[src/rtl/bnn_conv3x3_stream.sv]
// Streaming 3x3 binary (XNOR-popcount-threshold) convolution over a raster 1-bit pixel stream.
// Optional popcount output port is enabled by defining BNN_CONV_POPCNT_OUT_EN.
module bnn_conv3x3_stream #(
    parameter int                   WIDTH   = 28,
    parameter int                   HEIGHT  = 28,
    parameter int                   CH_OUT  = 8,
    parameter int                   STRIDE  = 1,
    parameter logic [CH_OUT*9-1:0]  WEIGHTS = {CH_OUT*9{1'b1}},
    parameter logic [CH_OUT*4-1:0]  THRESH  = {CH_OUT{4'd5}}
) (
    input  logic                clk,
    input  logic                rst_n,
    input  logic                valid_in,
    input  logic                sof,
    input  logic                pixel_in,
    output logic [CH_OUT-1:0]   conv_out,
    output logic                valid_out,
`ifdef BNN_CONV_POPCNT_OUT_EN
    output logic [CH_OUT*4-1:0] popcnt_out,
`endif
    output logic                frame_done
);

    localparam int CW           = $clog2(WIDTH);
    localparam int RW           = $clog2(HEIGHT);
    localparam int LAST_WIN_ROW = 2 + STRIDE * ((HEIGHT - 3) / STRIDE);
    localparam int LAST_WIN_COL = 2 + STRIDE * ((WIDTH - 3) / STRIDE);

    localparam logic [RW-1:0] ROW_LAST     = RW'(HEIGHT - 1);
    localparam logic [CW-1:0] COL_LAST     = CW'(WIDTH - 1);
    localparam logic [RW-1:0] ROW_WIN_LAST = RW'(LAST_WIN_ROW);
    localparam logic [CW-1:0] COL_WIN_LAST = CW'(LAST_WIN_COL);

    typedef enum logic [0:0] {
        IDLE   = 1'b0,
        ACTIVE = 1'b1
    } state_t;

    state_t              state_r;
    state_t              state_s;
    logic [RW-1:0]       row_r;
    logic [CW-1:0]       col_r;
    logic [RW-1:0]       row_next_s;
    logic [CW-1:0]       col_next_s;
    logic [RW-1:0]       cur_row_s;
    logic [CW-1:0]       cur_col_s;
    logic                accept_s;
    logic                last_px_s;
    logic                win_ok_s;
    logic                last_win_s;

    logic [WIDTH-1:0]    lb0_r;
    logic [WIDTH-1:0]    lb1_r;
    logic [2:0]          col_m1_r;
    logic [2:0]          col_m2_r;
    logic [2:0]          cur_px_s;
    logic [8:0]          win_s;
    logic [3:0]          cnt_s [CH_OUT];
    logic [CH_OUT-1:0]   bit_s;

    function automatic logic [3:0] popcnt9(input logic [8:0] v);
        logic [3:0] s;
        s = 4'd0;
        for (int i = 0; i < 9; i++) begin
            s = s + {3'b000, v[i]};
        end
        return s;
    endfunction

    // FSM state register
    always_ff @(posedge clk) begin
        if (!rst_n) begin
            state_r <= IDLE;
        end else begin
            state_r <= state_s;
        end
    end

    // FSM next-state logic
    always_comb begin
        state_s = state_r;
        case (state_r)
            IDLE: begin
                if (valid_in && sof) begin
                    state_s = ACTIVE;
                end else begin
                    state_s = IDLE;
                end
            end
            ACTIVE: begin
                if (accept_s && last_px_s) begin
                    state_s = IDLE;
                end else begin
                    state_s = ACTIVE;
                end
            end
            default: state_s = IDLE;
        endcase
    end

    // FSM outputs: pixel acceptance, its position, window gating and counter update
    always_comb begin
        accept_s = valid_in && (sof || (state_r == ACTIVE));
        if (sof) begin
            cur_row_s = {RW{1'b0}};
            cur_col_s = {CW{1'b0}};
        end else begin
            cur_row_s = row_r;
            cur_col_s = col_r;
        end
        last_px_s = (cur_row_s == ROW_LAST) && (cur_col_s == COL_LAST);
        // Stride-2 alignment: (r-2) even is the same as r even.
        win_ok_s  = accept_s && (cur_row_s >= RW'(2)) && (cur_col_s >= CW'(2)) &&
                    ((STRIDE == 1) || (!cur_row_s[0] && !cur_col_s[0]));
        last_win_s = win_ok_s && (cur_row_s == ROW_WIN_LAST) && (cur_col_s == COL_WIN_LAST);
        if (!accept_s) begin
            row_next_s = row_r;
            col_next_s = col_r;
        end else if (last_px_s) begin
            row_next_s = {RW{1'b0}};
            col_next_s = {CW{1'b0}};
        end else if (cur_col_s == COL_LAST) begin
            row_next_s = cur_row_s + RW'(1);
            col_next_s = {CW{1'b0}};
        end else begin
            row_next_s = cur_row_s;
            col_next_s = cur_col_s + CW'(1);
        end
    end

    // Position of the next expected pixel
    always_ff @(posedge clk) begin
        if (!rst_n) begin
            row_r <= {RW{1'b0}};
            col_r <= {CW{1'b0}};
        end else begin
            row_r <= row_next_s;
            col_r <= col_next_s;
        end
    end

    // Line buffers and the two stored window columns; frozen while no pixel is accepted
    always_ff @(posedge clk) begin
        if (accept_s) begin
            lb0_r    <= {lb0_r[WIDTH-2:0], pixel_in};
            lb1_r    <= {lb1_r[WIDTH-2:0], lb0_r[WIDTH-1]};
            col_m2_r <= col_m1_r;
            col_m1_r <= cur_px_s;
        end
    end

    // Window assembly: index 0 of each column is row r-2, index 2 is row r
    always_comb begin
        cur_px_s = {pixel_in, lb0_r[WIDTH-1], lb1_r[WIDTH-1]};
        win_s    = 9'd0;
        for (int j = 0; j < 3; j++) begin
            win_s[j*3 + 0] = col_m2_r[j];
            win_s[j*3 + 1] = col_m1_r[j];
            win_s[j*3 + 2] = cur_px_s[j];
        end
    end

    // Per-channel XNOR popcount and threshold compare
    always_comb begin
        for (int c = 0; c < CH_OUT; c++) begin
            cnt_s[c] = popcnt9(~(win_s ^ WEIGHTS[c*9 +: 9]));
            bit_s[c] = (cnt_s[c] >= THRESH[c*4 +: 4]);
        end
    end

    // Registered outputs; conv_out holds between windows
    always_ff @(posedge clk) begin
        if (!rst_n) begin
            conv_out   <= {CH_OUT{1'b0}};
            valid_out  <= 1'b0;
            frame_done <= 1'b0;
        end else begin
            valid_out  <= win_ok_s;
            frame_done <= last_win_s;
            if (win_ok_s) begin
                conv_out <= bit_s;
            end else begin
                conv_out <= conv_out;
            end
        end
    end

`ifdef BNN_CONV_POPCNT_OUT_EN
    logic [CH_OUT*4-1:0] cnt_flat_s;

    // Flatten channel counts for the popcount port
    always_comb begin
        cnt_flat_s = {CH_OUT*4{1'b0}};
        for (int c = 0; c < CH_OUT; c++) begin
            cnt_flat_s[c*4 +: 4] = cnt_s[c];
        end
    end

    // Popcount register, same timing as conv_out
    always_ff @(posedge clk) begin
        if (!rst_n) begin
            popcnt_out <= {CH_OUT*4{1'b0}};
        end else if (win_ok_s) begin
            popcnt_out <= cnt_flat_s;
        end else begin
            popcnt_out <= popcnt_out;
        end
    end
`endif

endmodule

[config.mk]
export PLATFORM = sky130hd
export DESIGN_NAME = bnn_conv3x3_stream
export DESIGN_NICKNAME = d
export VERILOG_FILES = /design/src/rtl/bnn_conv3x3_stream.sv
export SDC_FILE = /design/constraint.sdc
export NUM_CORES = 1
export LEC_CHECK = 0
export CAP_MARGIN = 20
export CELL_PAD_IN_SITES_DETAIL_PLACEMENT = 1
export CELL_PAD_IN_SITES_GLOBAL_PLACEMENT = 1
export CORE_MARGIN = 2
export CORE_UTILIZATION = 45
export DETAILED_ROUTE_END_ITERATION = 7
export GPL_ROUTABILITY_DRIVEN = 0
export PLACE_DENSITY_LB_ADDON = 0.1
export SYNTH_ARGS = -nofsm -noshare
export SYNTH_HDL_FRONTEND = slang
export SYNTH_SLANG_ARGS = --single-unit
[constraint.sdc]
create_clock -name clk -period 3.1 [get_ports clk]
set_input_delay 0.93 -clock clk [delete_from_list [all_inputs] [get_ports clk]]
set_output_delay 0.93 -clock clk [all_outputs]
set_load 0.02 [all_outputs]
==> flow_metrics.tcl, run 1 <==
set metrics [dict create \
    status "finished with violations" \
    violations "negative setup slack" \
    finalCritPeriodShare_pct 107 \
    synth_cells 183 \
    utilization_pct 53.9 \
    ys_ff_latch 72 \
    syn_to_final_growth_pct 15.0 \
    layout.cells.non_filler 284 \
    final_cell_mix "58 x edfxtp_1, 14 x dfxtp_1, 14 x clkdlybuf4s50_1" \
    period_minus_slack_ns 3.33 \
    die-area_mm2 0.00685 \
    seq_area_frac_synth_pct 72.4 \
    setup_ws_ns -0.228 \
    coreArea_mm2 0.00596 \
    hold_class "flip-flop to flip-flop" \
    p_sw_share_pct 23.0 \
    htree_levels 3 \
    slew_viol_final 0 \
    grt_start_max_net_pins 46 \
    power.internal_mw 1.51 \
    worstSetupPathType "flip-flop to flip-flop" \
    synth_nets 199 \
    worst-r2r-cell-count 11 \
    ctsHoldBuffers 0 \
    power_mw 1.96 \
    whs_ns 0.418 \
    clock_path_buffers 2 \
    dr.pass1.iters 4 \
    r2r-end "conv_out[0]" \
    synthFlopType "edfxtp_1" \
    stdcell_area_mm2 0.00321 \
    ant_nets 0 \
    clockPowerShare_pct 36.5 \
    maxSlewHeadroom_pct 79.3 \
    placed_cells 268 \
    use_met2_pct 26.8 \
    p_comb_share_pct 6.8 \
    drcViolationCount 0 \
    finalSetupTns_ns -0.228 \
    p_per_area_mw_per_mm2 610 \
    regToRegStartpoint "col_m1_r[0]" \
    setup.worst_path.start_class "flip-flop" \
    max_freq_ghz 0.300 \
    max_slew.worst_pin.slew_ns 0.309 \
    place_area_mm2 0.00302 \
    skew_ns 0.00893 \
    clk_latency_ns 0.35 \
    grt_pass1_vias 1591 \
    grt_util_met3_pct 6.52 \
    clk_pin_slew_ns 0.07 \
    cp_max_fo 2 \
    r2r_slack_ns -0.23 \
    cp.arrival_ns 3.60 \
    ir_drop_mv 0.340 \
    synth_edf_count 58 \
    synthArstFlopShare_pct 0 \
    gr-total-overflow 0 \
    wl_per_cell_um 18.2 \
    syn_avg_cell_area_um2 15.3 \
    postRouteWirelength_um 5180 \
    vias_per_cell 5.33 \
    crit_path_end "conv_out[0]" \
    port-buffer-count 14 \
    p_seq_share_pct 56.7 \
    num_io_pins 15 \
    met1_usage_pct 23.0 \
    drive_gt1_share_pct 16.3 \
    grt_antenna_before_repair 0 \
    maxCapViolCount 0 \
    cts_root_buf "clkbuf_8" \
    cp.required_ns 3.38 \
    setup_violations 1 \
    die_x_um 82.8 \
    vias 1514 \
    hold_violations 0 \
    p_leak_nw 1.14 \
    start_util_pct 46.9 \
    track_usage_pct 17.9 \
    final_common_cell "edfxtp_1" \
    dpl.hpwl_um 3180 \
    dr.first_iter.drc_count 104 \
    grt_pass1_wl_um 8470 \
    ys_warn_count 0 \
    pre_cts_slack_ns -0.344 \
    p_sw_mw 0.451 \
    diodes 0 \
    endpoint_kind "flip-flop" \
    nNetsFinal 221 \
    critical_path.startpoint "col_m1_r[0]" \
    ys_types 40 \
    clock-sinks 72 \
    rsz0062_at_grt "true" \
    top_usage_layer "met2" \
    synth_area_mm2 0.00279 \
    die_h_um 82.8 \
    rows 28 \
    numCtsBuffers 9 \
    cts_tree "built" \
]
## synthesized netlist by cell type (all sizes together) (2+ instances only)
master | n | share of area (%)
edfxtp | 58 | 62
inv | 17 | 2.3
dfxtp | 14 | 10
nand2 | 10 | 1.3
buf | 8 | 2.2
a21oi | 7 | 1.3
ha | 6 | 2.7
nor2 | 6 | 0.90
o21ai | 6 | 1.2
fa | 5 | 3.6
nand3 | 5 | 0.90
a311oi | 4 | 1.3
nor2b | 4 | 0.90
a31oi | 3 | 0.67
a41oi | 3 | 0.94
and2 | 2 | 0.45
clkbuf | 2 | 0.27
clkinv | 2 | 0.27
nand4 | 2 | 0.45
o221ai | 2 | 0.85
or4 | 2 | 0.67
## layout make-up
| type | count | area, µm² |
|---|---|---|
| clock buffers | 9 | 124 |
| clock inverters | 6 | 61.3 |
| fillers | 587 | 2750 |
| inverters | 19 | 71.3 |
| multi-input cells | 82 | 633 |
| flip-flops and latches | 72 | 2020 |
| well taps | 75 | 93.8 |
| repair buffers | 21 | 205 |
## power groups by stage
| stage | registers (mW) | logic, mW | clock network (mW) |
|---|---|---|---|
| finish | 1.11 | 0.133 | 0.715 |
| detailed placement | 1.13 | 0.132 | 0 |
| global placement | 1.13 | 0.117 | 0 |
| global route | 1.12 | 0.153 | 0.786 |
| CTS | 1.11 | 0.134 | 0.746 |
| floorplan | 1.13 | 0.0835 | 0 |
## cells by family (layout without fill, tap and decap cells)
group	Yosys count	after routing	share of synthesized area [%]
AO/OA/AOI/OAI	29	29	7.40
adder cells (fa/ha/maj)	11	11	6.28
buffers and inverters	29	55	4.98
flip-flops	72	72	72.4
multiplexers	1	1	0.359
AND/OR/NAND/NOR	41	41	8.56
## layer usage
metal / wire (µm) / part of all wire, % / vias up
li1: - / - / 715
met3: 206 / 4.0 / 8
met4: 75 / 1.4 / 0
met1: 2320 / 45 / 774
met5: 0 / 0 / -
met2: 2570 / 50 / 17
## what timing repair did
| item | 4_1_cts | 5_1_grt |
|---|---|---|
| gates resized for setup | 1 | 2 |
| cloned | 0 | 0 |
| buffers inserted | 1 | 0 |
| endpoints found under the setup margin | 1 | 1 |
| pin swaps | 1 | 0 |
## registers in the layout, summed over array words and instances, names as in the netlist
| signal | cells |
|---|---|
| col_r | 5 |
| conv_out | 1 |
| lb1_r | 28 |
| frame_done | 1 |
| valid_out | 1 |
| row_r | 5 |
| col_m1_r | 1 |
| state_r | 1 |
| lb0_r | 28 |
| col_m2_r | 1 |
## worst max-delay path: stages, from the launching register on
cell,delay (ns)
edfxtp_1,0.41
inv_2,0.08
fa_1,0.45
fa_1,0.49
fa_1,0.52
inv_2,0.04
fa_2,0.34
inv_2,0.07
fa_1,0.41
a21boi_1,0.15
o221ai_1,0.13
mux2i_1,0.16
## how the worst min path moves through the flow
| stage | start | end | depth (start not counted) |
|---|---|---|---|
| 2_1_floorplan | lb0_r[9] | lb0_r[10] | 0 |
| 3_3_place_gp | lb0_r[20] | lb0_r[21] | 0 |
| 3_5_place_dp | lb0_r[9] | lb0_r[10] | 0 |
| 4_1_cts | lb0_r[14] | lb0_r[15] | 0 |
| 5_1_grt | lb1_r[11] | lb1_r[12] | 0 |
| 6_report | lb0_r[3] | lb0_r[4] | 0 |
No activity file was read; power rests on OpenSTA's default activity.
==> run 2, diff against run 1 <==
Settings changed: ABC_AREA set to 1, CORE_UTILIZATION 45 to 44.
==> run 2 against run 1 <==
  * Cell count rose by 16%
  * Non-clock buffer count fell by 3
  * First-iteration DRC count fell by 20%
  * Combinational power rose by 5%
  * Critical endpoint unchanged
  * The run still ends with negative setup slack left
==> flow_metrics.tcl, run 2 <==
set metrics [dict create \
    endpoint_kind "flip-flop" \
    ys_top_cells_by_count "58 x edfxtp_1, 38 x nand2_1, 32 x inv_1" \
    p_sw_mw 0.494 \
    status "finished with violations" \
    die-area_mm2 0.00738 \
    cp.arrival_ns 3.44 \
    postRouteWirelength_um 4800 \
    start_util_pct 46.0 \
    worstSetupPathType "flip-flop to flip-flop" \
    final_cell_mix "58 x edfxtp_1, 38 x nand2_1, 30 x inv_1" \
    cp.required_ns 3.39 \
    synth_nets 244 \
    p_comb_share_pct 7.2 \
    ir_drop_mv 0.242 \
    rsz0062_at_grt "true" \
    drive_gt1_share_pct 18.3 \
    final_common_cell "edfxtp_1" \
    period_minus_slack_ns 3.14 \
    stdcell_area_mm2 0.00333 \
    dr.first_iter.drc_count 83 \
    synth_top_area_cell "edfxtp_1" \
    power_mw 1.96 \
    hold-path-cell-count 0 \
    regToRegStartpoint "lb1_r[27]" \
    nNetsFinal 263 \
    ys_ff_latch 72 \
    maxCapViolCount 0 \
    grt_start_max_net_pins 64 \
    clk_latency_ns 0.35 \
    fill_cells 661 \
    max_slew.worst_pin.slew_ns 0.531 \
    min_from "lb1_r[5]" \
    synth_area_leaders "edfxtp_1 59%, dfxtp_1 9.5%, nand2_1 4.8%, inv_1 4.1%, fa_1 3.4%" \
    grt_antenna_before_repair 0 \
    whs_ns 0.417 \
    clockPowerShare_pct 35.4 \
    coreArea_mm2 0.00642 \
    grt_pass1_vias 1683 \
    dr.pass1.iters 4 \
    ys_types 29 \
    seq_area_frac_synth_pct 68.5 \
    place_area_mm2 0.00314 \
    setup_violations 1 \
    violations "negative setup slack" \
    pre_cts_slack_ns -0.276 \
    power.internal_mw 1.46 \
    slew_viol_final 0 \
    diodes 0 \
    worst-r2r-cell-count 13 \
    die_x_um 85.9 \
    grt_pass1_wl_um 8200 \
    port-buffer-count 14 \
    synth_area_mm2 0.00295 \
    setup_ws_ns -0.0442 \
    critical_path.startpoint "lb1_r[27]" \
    synthFlopType "edfxtp_1" \
    skew_ns 0.00816 \
    ctsHoldBuffers 0 \
    rows 29 \
    drcViolationCount 0 \
    ys_warn_count 0 \
    max_freq_ghz 0.318 \
    numCtsBuffers 9 \
    finalCritPeriodShare_pct 101 \
    synthArstFlopShare_pct 0 \
    synth_edf_count 58 \
    wl_per_cell_um 14.6 \
    cts_tree "built" \
    p_leak_nw 1.28 \
    p_per_area_mw_per_mm2 588 \
    cts_root_buf "clkbuf_8" \
    hold_violations 0 \
    gr-total-overflow 0 \
    die_h_um 85.9 \
    maxSlewHeadroom_pct 64.6 \
    syn_to_final_growth_pct 12.8 \
    syn_avg_cell_area_um2 13.0 \
    clk_pin_slew_ns 0.09 \
    synth.top_cell.area_share_pct 59.0 \
    cp_max_fo 2 \
    dpl.hpwl_um 3070 \
    hold_class "flip-flop to flip-flop" \
    finalSetupTns_ns -0.0442 \
    largestRegisters "lb0_r: 28 flops, lb1_r: 28 flops" \
    num_io_pins 15 \
    htree_levels 3 \
    setup.worst_path.start_class "flip-flop" \
    track_usage_pct 15.1 \
    vias 1565 \
    p_seq_share_pct 57.5 \
    p_sw_share_pct 25.2 \
    clock_path_buffers 2 \
    clock-sinks 72 \
    synth_cells 228 \
    ant_nets 0 \
    vias_per_cell 4.76 \
    yosysMostFrequentCell "edfxtp_1" \
]
-- run 2: cell count changes after synthesis, sizes merged, moves of 6 or more --
cell   before  now
a21oi       7   13
inv        17   34
nand2      10   45
nand3       5   11
nor2        6   20
-- run 2: cells by family (layout without fill, tap and decap cells) --
group / after synthesis / after routing / share of synthesized area (%)
AOI/OAI and AO/OA: 20 / 20 / 4.70
xor gates and xnor gates: 2 / 2 / 0.593
adders and majority gates: 11 / 11 / 5.93
buffers and inverters: 44 / 68 / 7.29
DFF: 72 / 72 / 68.5
and+or+nand+nor: 79 / 79 / 13.0
-- run 2: cell type report --
class,count,area (µm²),area share (%)
clock buffer,9,124,3.72
tap,77,96.3,2.89
clock inverter,7,61.3,1.84
sequential,72,2020,60.7
inverter,34,128,3.83
multi-input combinational,112,718,21.6
timing repair buffer,18,183,5.48
-- run 2: stage by stage --
step	util (%)	instances
after floorplan	-	228
after global placement	48.8	312
after detailed placement	48.8	312
after CTS	51.9	329
after global routing	51.9	329
final	51.9	329
-- run 2: critical path, cell delays in order, from the launching register on --
cell and delay (ns):
edfxtp_1 0.37, inv_2 0.05, fa_1 0.55, fa_1 0.43, fa_1 0.50, inv_1 0.05, fa_2 0.34, inv_2 0.06
fa_1 0.39, inv_1 0.06, nor2_1 0.04, o22ai_1 0.11, nor2_1 0.06, nor2_1 0.09
-- run 2: what timing repair did --
item	4_1_cts	5_1_grt
gates resized for setup	3	0
setup endpoints to repair	1	1
pin swaps	3	1
setup buffers	1	0
hold endpoints to repair	0	0
-- run 2: power by group through the flow --
stage / registers [mW] / clock network, mW / logic (mW)
4_1_cts: 1.13 / 0.729 / 0.146
6_report: 1.13 / 0.693 / 0.140
3_5_place_dp: 1.15 / 0 / 0.143
3_3_place_gp: 1.15 / 0 / 0.136
5_1_grt: 1.13 / 0.761 / 0.169
2_1_floorplan: 1.14 / 0 / 0.0995
-- run 2: worst paths after layout --
check                           slack (ns)          end
worst max-delay path                 -0.04  conv_out[0]
worst min-delay path                  0.42     lb1_r[6]
worst max register to register       -0.04  conv_out[0]
worst min register to register        0.42     lb1_r[6]
-- run 2: metal layers --
layer	wire (µm)	GRT usage [%]	vias up	part of all wire, %
met5	0	0	-	0
met4	80	6.35	0	1.7
met3	158	5.97	11	3.3
met2	2260	22.7	15	47
met1	2310	19.3	754	48
li1	-	-	785	-
